File: src/rtl/dip_scan_controller.sv
// ---------------------------------------------------------------------------
// dip_scan_controller
//
// Sequencer for a 16-bit serial DIP-switch chain built from parallel-in /
// serial-out shift registers. Each scan pulses the active-low latch, clocks
// the 16 bits out of the chain MSB-first, and then compares the scan with
// the previous one. A value is accepted only after STABLE_SCANS identical
// consecutive scans, and only if it differs from the value already shown.
//
// Parameters
//   CLK_DIV       system clocks per half-period of the shift clock / latch
//   STABLE_SCANS  identical consecutive scans needed before acceptance
//
// Ports
//   i_CLK       system clock, rising edge
//   i_RESET     synchronous active-high reset
//   i_Enable    run continuous scans while high
//   i_Data      serial data from the chain
//   i_Ack       clears o_Changed (an accept in the same cycle wins)
//   o_DIP_CLK   shift clock to the chain, idles low
//   o_DIPLatch  active-low parallel-load strobe, idles high
//   o_DIP16     last accepted switch value
//   o_Valid     a value has been accepted since reset
//   o_Changed   sticky "o_DIP16 updated" flag
//   o_Busy      FSM is not idle
// ---------------------------------------------------------------------------
module dip_scan_controller #(
   parameter int unsigned CLK_DIV      = 4,
   parameter int unsigned STABLE_SCANS = 3
) (
   input  logic        i_CLK,
   input  logic        i_RESET,
   input  logic        i_Enable,
   input  logic        i_Data,
   input  logic        i_Ack,
   output logic        o_DIP_CLK,
   output logic        o_DIPLatch,
   output logic [15:0] o_DIP16,
   output logic        o_Valid,
   output logic        o_Changed,
   output logic        o_Busy
);

   // Counter spans one full slot (2*CLK_DIV cycles); at least 1 bit wide.
   localparam int unsigned CNT_W = (CLK_DIV > 1) ? $clog2(2 * CLK_DIV) : 1;
   localparam int unsigned RUN_W = (STABLE_SCANS > 1) ? $clog2(STABLE_SCANS + 1) : 1;

   localparam logic [CNT_W-1:0] HALF_LAST = CNT_W'(CLK_DIV - 1);
   localparam logic [CNT_W-1:0] SLOT_LAST = CNT_W'(2 * CLK_DIV - 1);
   localparam logic [RUN_W-1:0] RUN_MAX   = RUN_W'(STABLE_SCANS);

   typedef enum logic [1:0] {
      ST_IDLE    = 2'd0,
      ST_LOAD    = 2'd1,
      ST_SHIFT   = 2'd2,
      ST_COMPARE = 2'd3
   } state_e;

   state_e             state_q,   state_d;
   logic [CNT_W-1:0]   cnt_q,     cnt_d;
   logic [3:0]         bit_q,     bit_d;
   logic [15:0]        shift_q,   shift_d;
   logic [15:0]        prev_q,    prev_d;
   logic [RUN_W-1:0]   run_q,     run_d;
   logic               seen_q,    seen_d;
   logic [15:0]        dip_q,     dip_d;
   logic               valid_q,   valid_d;
   logic               changed_q, changed_d;
   logic               dclk_q,    dclk_d;
   logic               latch_q,   latch_d;
   logic               busy_q,    busy_d;
   logic               accept;

   // ------------------------------------------------------------------------
   // Next-state logic
   // ------------------------------------------------------------------------
   always_comb begin
      state_d = state_q;
      cnt_d   = cnt_q;
      bit_d   = bit_q;
      shift_d = shift_q;
      prev_d  = prev_q;
      run_d   = run_q;
      seen_d  = seen_q;
      dip_d   = dip_q;
      valid_d = valid_q;
      accept  = 1'b0;

      case (state_q)
         ST_IDLE: begin
            cnt_d = '0;
            bit_d = '0;
            if (i_Enable) begin
               state_d = ST_LOAD;
            end
         end

         ST_LOAD: begin
            if (cnt_q == SLOT_LAST) begin
               state_d = ST_SHIFT;
               cnt_d   = '0;
               bit_d   = '0;
            end else begin
               cnt_d = cnt_q + 1'b1;
            end
         end

         ST_SHIFT: begin
            // Sample on the last low cycle; the shift clock rises on the
            // same edge. Shifting left leaves the first bit in bit 15.
            if (cnt_q == HALF_LAST) begin
               shift_d = {shift_q[14:0], i_Data};
            end
            if (cnt_q == SLOT_LAST) begin
               cnt_d = '0;
               if (bit_q == 4'd15) begin
                  state_d = ST_COMPARE;
               end else begin
                  bit_d = bit_q + 4'd1;
               end
            end else begin
               cnt_d = cnt_q + 1'b1;
            end
         end

         ST_COMPARE: begin
            cnt_d = '0;
            bit_d = '0;
            if (!seen_q || (shift_q != prev_q)) begin
               run_d = RUN_W'(1);
            end else if (run_q >= RUN_MAX) begin
               run_d = RUN_MAX;
            end else begin
               run_d = run_q + 1'b1;
            end
            prev_d = shift_q;
            seen_d = 1'b1;

            accept = (run_d == RUN_MAX) && (!valid_q || (shift_q != dip_q));
            if (accept) begin
               dip_d   = shift_q;
               valid_d = 1'b1;
            end

            state_d = i_Enable ? ST_LOAD : ST_IDLE;
         end

         default: begin
            state_d = ST_IDLE;
            cnt_d   = '0;
            bit_d   = '0;
         end
      endcase

      // Set has priority over acknowledge.
      if (accept) begin
         changed_d = 1'b1;
      end else if (i_Ack) begin
         changed_d = 1'b0;
      end else begin
         changed_d = changed_q;
      end

      // Chain-facing outputs are decoded from the next state so that the
      // registered versions line up exactly with the state they belong to.
      dclk_d  = (state_d == ST_SHIFT) && (cnt_d > HALF_LAST);
      latch_d = (state_d != ST_LOAD);
      busy_d  = (state_d != ST_IDLE);
   end

   // ------------------------------------------------------------------------
   // State registers
   // ------------------------------------------------------------------------
   always_ff @(posedge i_CLK) begin
      if (i_RESET) begin
         state_q   <= ST_IDLE;
         cnt_q     <= '0;
         bit_q     <= '0;
         shift_q   <= '0;
         prev_q    <= '0;
         run_q     <= '0;
         seen_q    <= 1'b0;
         dip_q     <= '0;
         valid_q   <= 1'b0;
         changed_q <= 1'b0;
         dclk_q    <= 1'b0;
         latch_q   <= 1'b1;
         busy_q    <= 1'b0;
      end else begin
         state_q   <= state_d;
         cnt_q     <= cnt_d;
         bit_q     <= bit_d;
         shift_q   <= shift_d;
         prev_q    <= prev_d;
         run_q     <= run_d;
         seen_q    <= seen_d;
         dip_q     <= dip_d;
         valid_q   <= valid_d;
         changed_q <= changed_d;
         dclk_q    <= dclk_d;
         latch_q   <= latch_d;
         busy_q    <= busy_d;
      end
   end

   assign o_DIP_CLK  = dclk_q;
   assign o_DIPLatch = latch_q;
   assign o_DIP16    = dip_q;
   assign o_Valid    = valid_q;
   assign o_Changed  = changed_q;
   assign o_Busy     = busy_q;

endmodule

File: config.mk
export PLATFORM = sky130hd
export DESIGN_NAME = dip_scan_controller
export DESIGN_NICKNAME = d
export VERILOG_FILES = /design/src/rtl/dip_scan_controller.sv
export SDC_FILE = /design/constraint.sdc
export NUM_CORES = 1
export LEC_CHECK = 0
export ABC_AREA = 1
export CORE_MARGIN = 3
export CORE_UTILIZATION = 25
export DETAILED_ROUTE_END_ITERATION = 12
export SLEW_MARGIN = 20
export SYNTH_ARGS = -nofsm -noshare
export SYNTH_HDL_FRONTEND = slang
export SYNTH_SLANG_ARGS = --single-unit
File: constraint.sdc
create_clock -name i_CLK -period 2 [get_ports i_CLK]
set_clock_uncertainty 0.05 [all_clocks]
set_input_delay 0.2 -clock i_CLK [delete_from_list [all_inputs] [get_ports i_CLK]]
set_output_delay 0.2 -clock i_CLK [all_outputs]
set_load 0.005 [all_outputs]
==> out/metrics.yaml <==
clockBufferDepth: 2
cp_max_fo: 8
hpwlAfterDp_um: 5300
vias: 2732
rrSetupSlack_ns: 0.19
status: "completed"
worst_path_largest_cell_delay_ns: 0.40
worstPathCellList: "inv_2, nand2_1, nand2_1, nor2_1, nand2_1, nor2_2, nand3_4, nor2_8, nand3_4, buf_12, a21oi_1"
p_sw_mw: 0.593
relSlewSlack_pct: 57.7
reg2reg_depth: 11
p_leak_nw: 1.58
drc: 0
hold_path_class: "flip-flop to flip-flop"
start_util_pct: 25.9
ys_seq_elements: 65
pin_count: 26
ant_nets: 0
die-area_um2: 14000
antenna_found_initial: 0
path_clk_slew_ns: 0.06
clkSinkCount: 65
critPathSlowestCell: "dfxtp_1"
setup.worst_path.start: "shift_q[1]"
firstDrtPassIters: 4
drive_above_1_share_pct: 14.2
overflow: 0
swShare_pct: 20.4
clkLatencyLatePin_ns: 0.33
fin_setup_tns_ns: 0
slew_viol_final: 0
drt-total-wl_um: 7480
power.share.clock_pct: 52.2
yosysWarnings: 0
grt_max_degree: 35
ir_worst_vdd_mv: 0.272
period_needed_ns: 1.81
nNetsFinal: 475
gp_congestion: 0.835
finalCritPeriodShare_pct: 90.4
core.rowCount: 40
cp-start-kind: "flip-flop"
final-hold-violation-count: 0
syn_area_per_cell_um2: 7.29
p_int_mw: 2.31
wire_per_inst_um: 11.8
grt_util_all_layers_pct: 11.2
combPwrFrac_pct: 2.8
crit_end: "o_Changed"
syn-num-nets: 445
rsz0062_at_grt: "false"
viasPerCell: 4.32
setup_viol: 0
rr_startpoint: "shift_q[1]"
synth_top_area_share_pct: 41.3
end_kind: "flip-flop"
syn_area_um2: 3150
r2r_end: "o_Changed"
path_depth: 11
max-cap-violations: 0
hold_depth: 1
post_layout_nonfiller_instances: 633
sequentialPowerShare_pct: 45.0
path_common_cell: "nand2_1"
worst-path-buf-inv: 2
arrival_ns: 2.00
first_iter_violations: 170
root_buffer: "clkbuf_16"
yosysTopAreaCell: "dfxtp_1"
seq_area_frac_synth_pct: 41.3
die_w_um: 118
synthCells: 432
max_slew.worst_pin.slew_ns: 0.628
port_buffers: 25
grt_pass1_wl_um: 12700
crit_type: "flip-flop to flip-flop"
cts_htree_levels: 3
cts_tree: "done"
num_antenna_cells: 0
p_per_area_nw_per_um2: 741
synth_cell_types: 28
synth.area.top_cells: "dfxtp_1 (41%), nand2_1 (9.9%), a21oi_1 (7.1%)"
crit_required_ns: 2.19
cts_buffers: 9
nFillCells: 1274
grt_pass1_vias: 2718
dp_cells: 618
core_um2: 12200
area_delta_synth_final_pct: 24.5
die_y_um: 118
fmax_mhz: 553
critPathTopFamily: "simple AND/OR/NAND/NOR gates"
## power by group through the flow
stage / clock network, mW / registers (mW) / logic, mW
3_5_place_dp: 0 / 1.33 / 0.0828
2_1_floorplan: 0 / 1.33 / 0.0500
4_1_cts: 1.56 / 1.31 / 0.0832
6_report: 1.52 / 1.31 / 0.0822
3_3_place_gp: 0 / 1.33 / 0.0817
5_1_grt: 1.60 / 1.31 / 0.0930
## placed cells by master (no fill, tap or decap), drive strengths merged
| cell | count |
|---|---|
| nor4 | 2 |
| o22ai | 2 |
| nand4 | 19 |
| nand3 | 5 |
| a31oi | 1 |
| nor2 | 42 |
| nand2 | 91 |
| o311ai | 1 |
| a21oi | 45 |
| clkinv | 3 |
| bufinv | 1 |
| buf | 11 |
| ha | 8 |
| inv | 76 |
| nor3 | 3 |
| a211oi | 2 |
| xor2 | 4 |
| dfxtp | 65 |
| xnor2 | 6 |
| clkdlybuf4s50 | 25 |
| o21ai | 43 |
| clkbuf | 10 |
## state kept, by name (all words and copies together), names as in the netlist, 2 cells and up
signal,cells
cnt_q,3
state_q,2
shift_q,16
o_DIP16,16
run_q,2
prev_q,16
bit_q,4
## cell families after synthesis
family / count (synthesis) / synth area share (%)
AND/OR/NAND/NOR: 162 / 25.7
AO/OA/AOI/OAI: 94 / 15.3
buffers and inverters: 93 / 11.7
flip-flops: 65 / 41.3
XOR/XNOR: 10 / 2.78
adder cells (fa/ha/maj): 8 / 3.18
## through the flow
stage | util (%) | instance area [um^2] | worst slack [ns] | hold slack (ns) | power (mW)
after floorplan | - | 3150 | 0.272 | 0.313 | 1.38
after global placement | 29.8 | 3630 | 0.111 | 0.364 | 1.42
after detailed placement | 29.8 | 3630 | 0.0883 | 0.381 | 1.42
after CTS | 32.2 | 3910 | 0.0820 | 0.389 | 2.95
after global routing | 32.2 | 3920 | 0.00265 | 0.405 | 3.00
final | 32.2 | 3920 | 0.192 | 0.390 | 2.90
## final cells by class
| cell class | instances | area [um^2] | area share, % |
|---|---|---|---|
| Multi-Input combinational cell | 274 | 1480 | 37.8 |
| Clock buffer | 10 | 239 | 6.09 |
| Clock inverter | 4 | 45.0 | 1.15 |
| Timing Repair Buffer | 36 | 358 | 9.13 |
| Inverter | 76 | 285 | 7.28 |
| Tap cell | 168 | 210 | 5.36 |
| Sequential cell | 65 | 1300 | 33.2 |
## layer usage
layer | wire (um) | share of wire, % | vias to the layer above | GRT usage, %
li1 | - | - | 1439 | -
met1 | 3450 | 46 | 1263 | 13.6
met2 | 3730 | 50 | 25 | 18.7
met3 | 236 | 3.2 | 5 | 3.11
met4 | 60 | 0.80 | 0 | 4.18
met5 | 0 | 0 | - | 0
## cells in the mapped netlist (all sizes together)
| cell type | count |
|---|---|
| xor2 | 4 |
| nor2 | 42 |
| o22ai | 2 |
| clkbuf | 14 |
| a31oi | 1 |
| o311ai | 1 |
| inv | 76 |
| buf | 3 |
| o21ai | 43 |
| nand3 | 5 |
| a21oi | 45 |
| xnor2 | 6 |
| a211oi | 2 |
| nor3 | 3 |
| nor4 | 2 |
| nand4 | 19 |
| nand2 | 91 |
| dfxtp | 65 |
| ha | 8 |
## worst min-delay path by stage
stage / start / endpoint / slack, ns
CTS: cnt_q[0] / cnt_q[0] / 0.39
floorplan: i_Ack / o_Changed / 0.31
global placement: cnt_q[0] / cnt_q[0] / 0.36
global route: cnt_q[0] / cnt_q[0] / 0.41
finish: cnt_q[0] / cnt_q[0] / 0.39
detailed placement: cnt_q[0] / cnt_q[0] / 0.38
## repair_timing
action | 4_1_cts | 5_1_grt
setup buffers | 0 | 1
gates resized for setup | 0 | 1
endpoints found under the setup margin | 0 | 15
hold buffers | 0 | 0
Power figures use the tool's default switching activity.
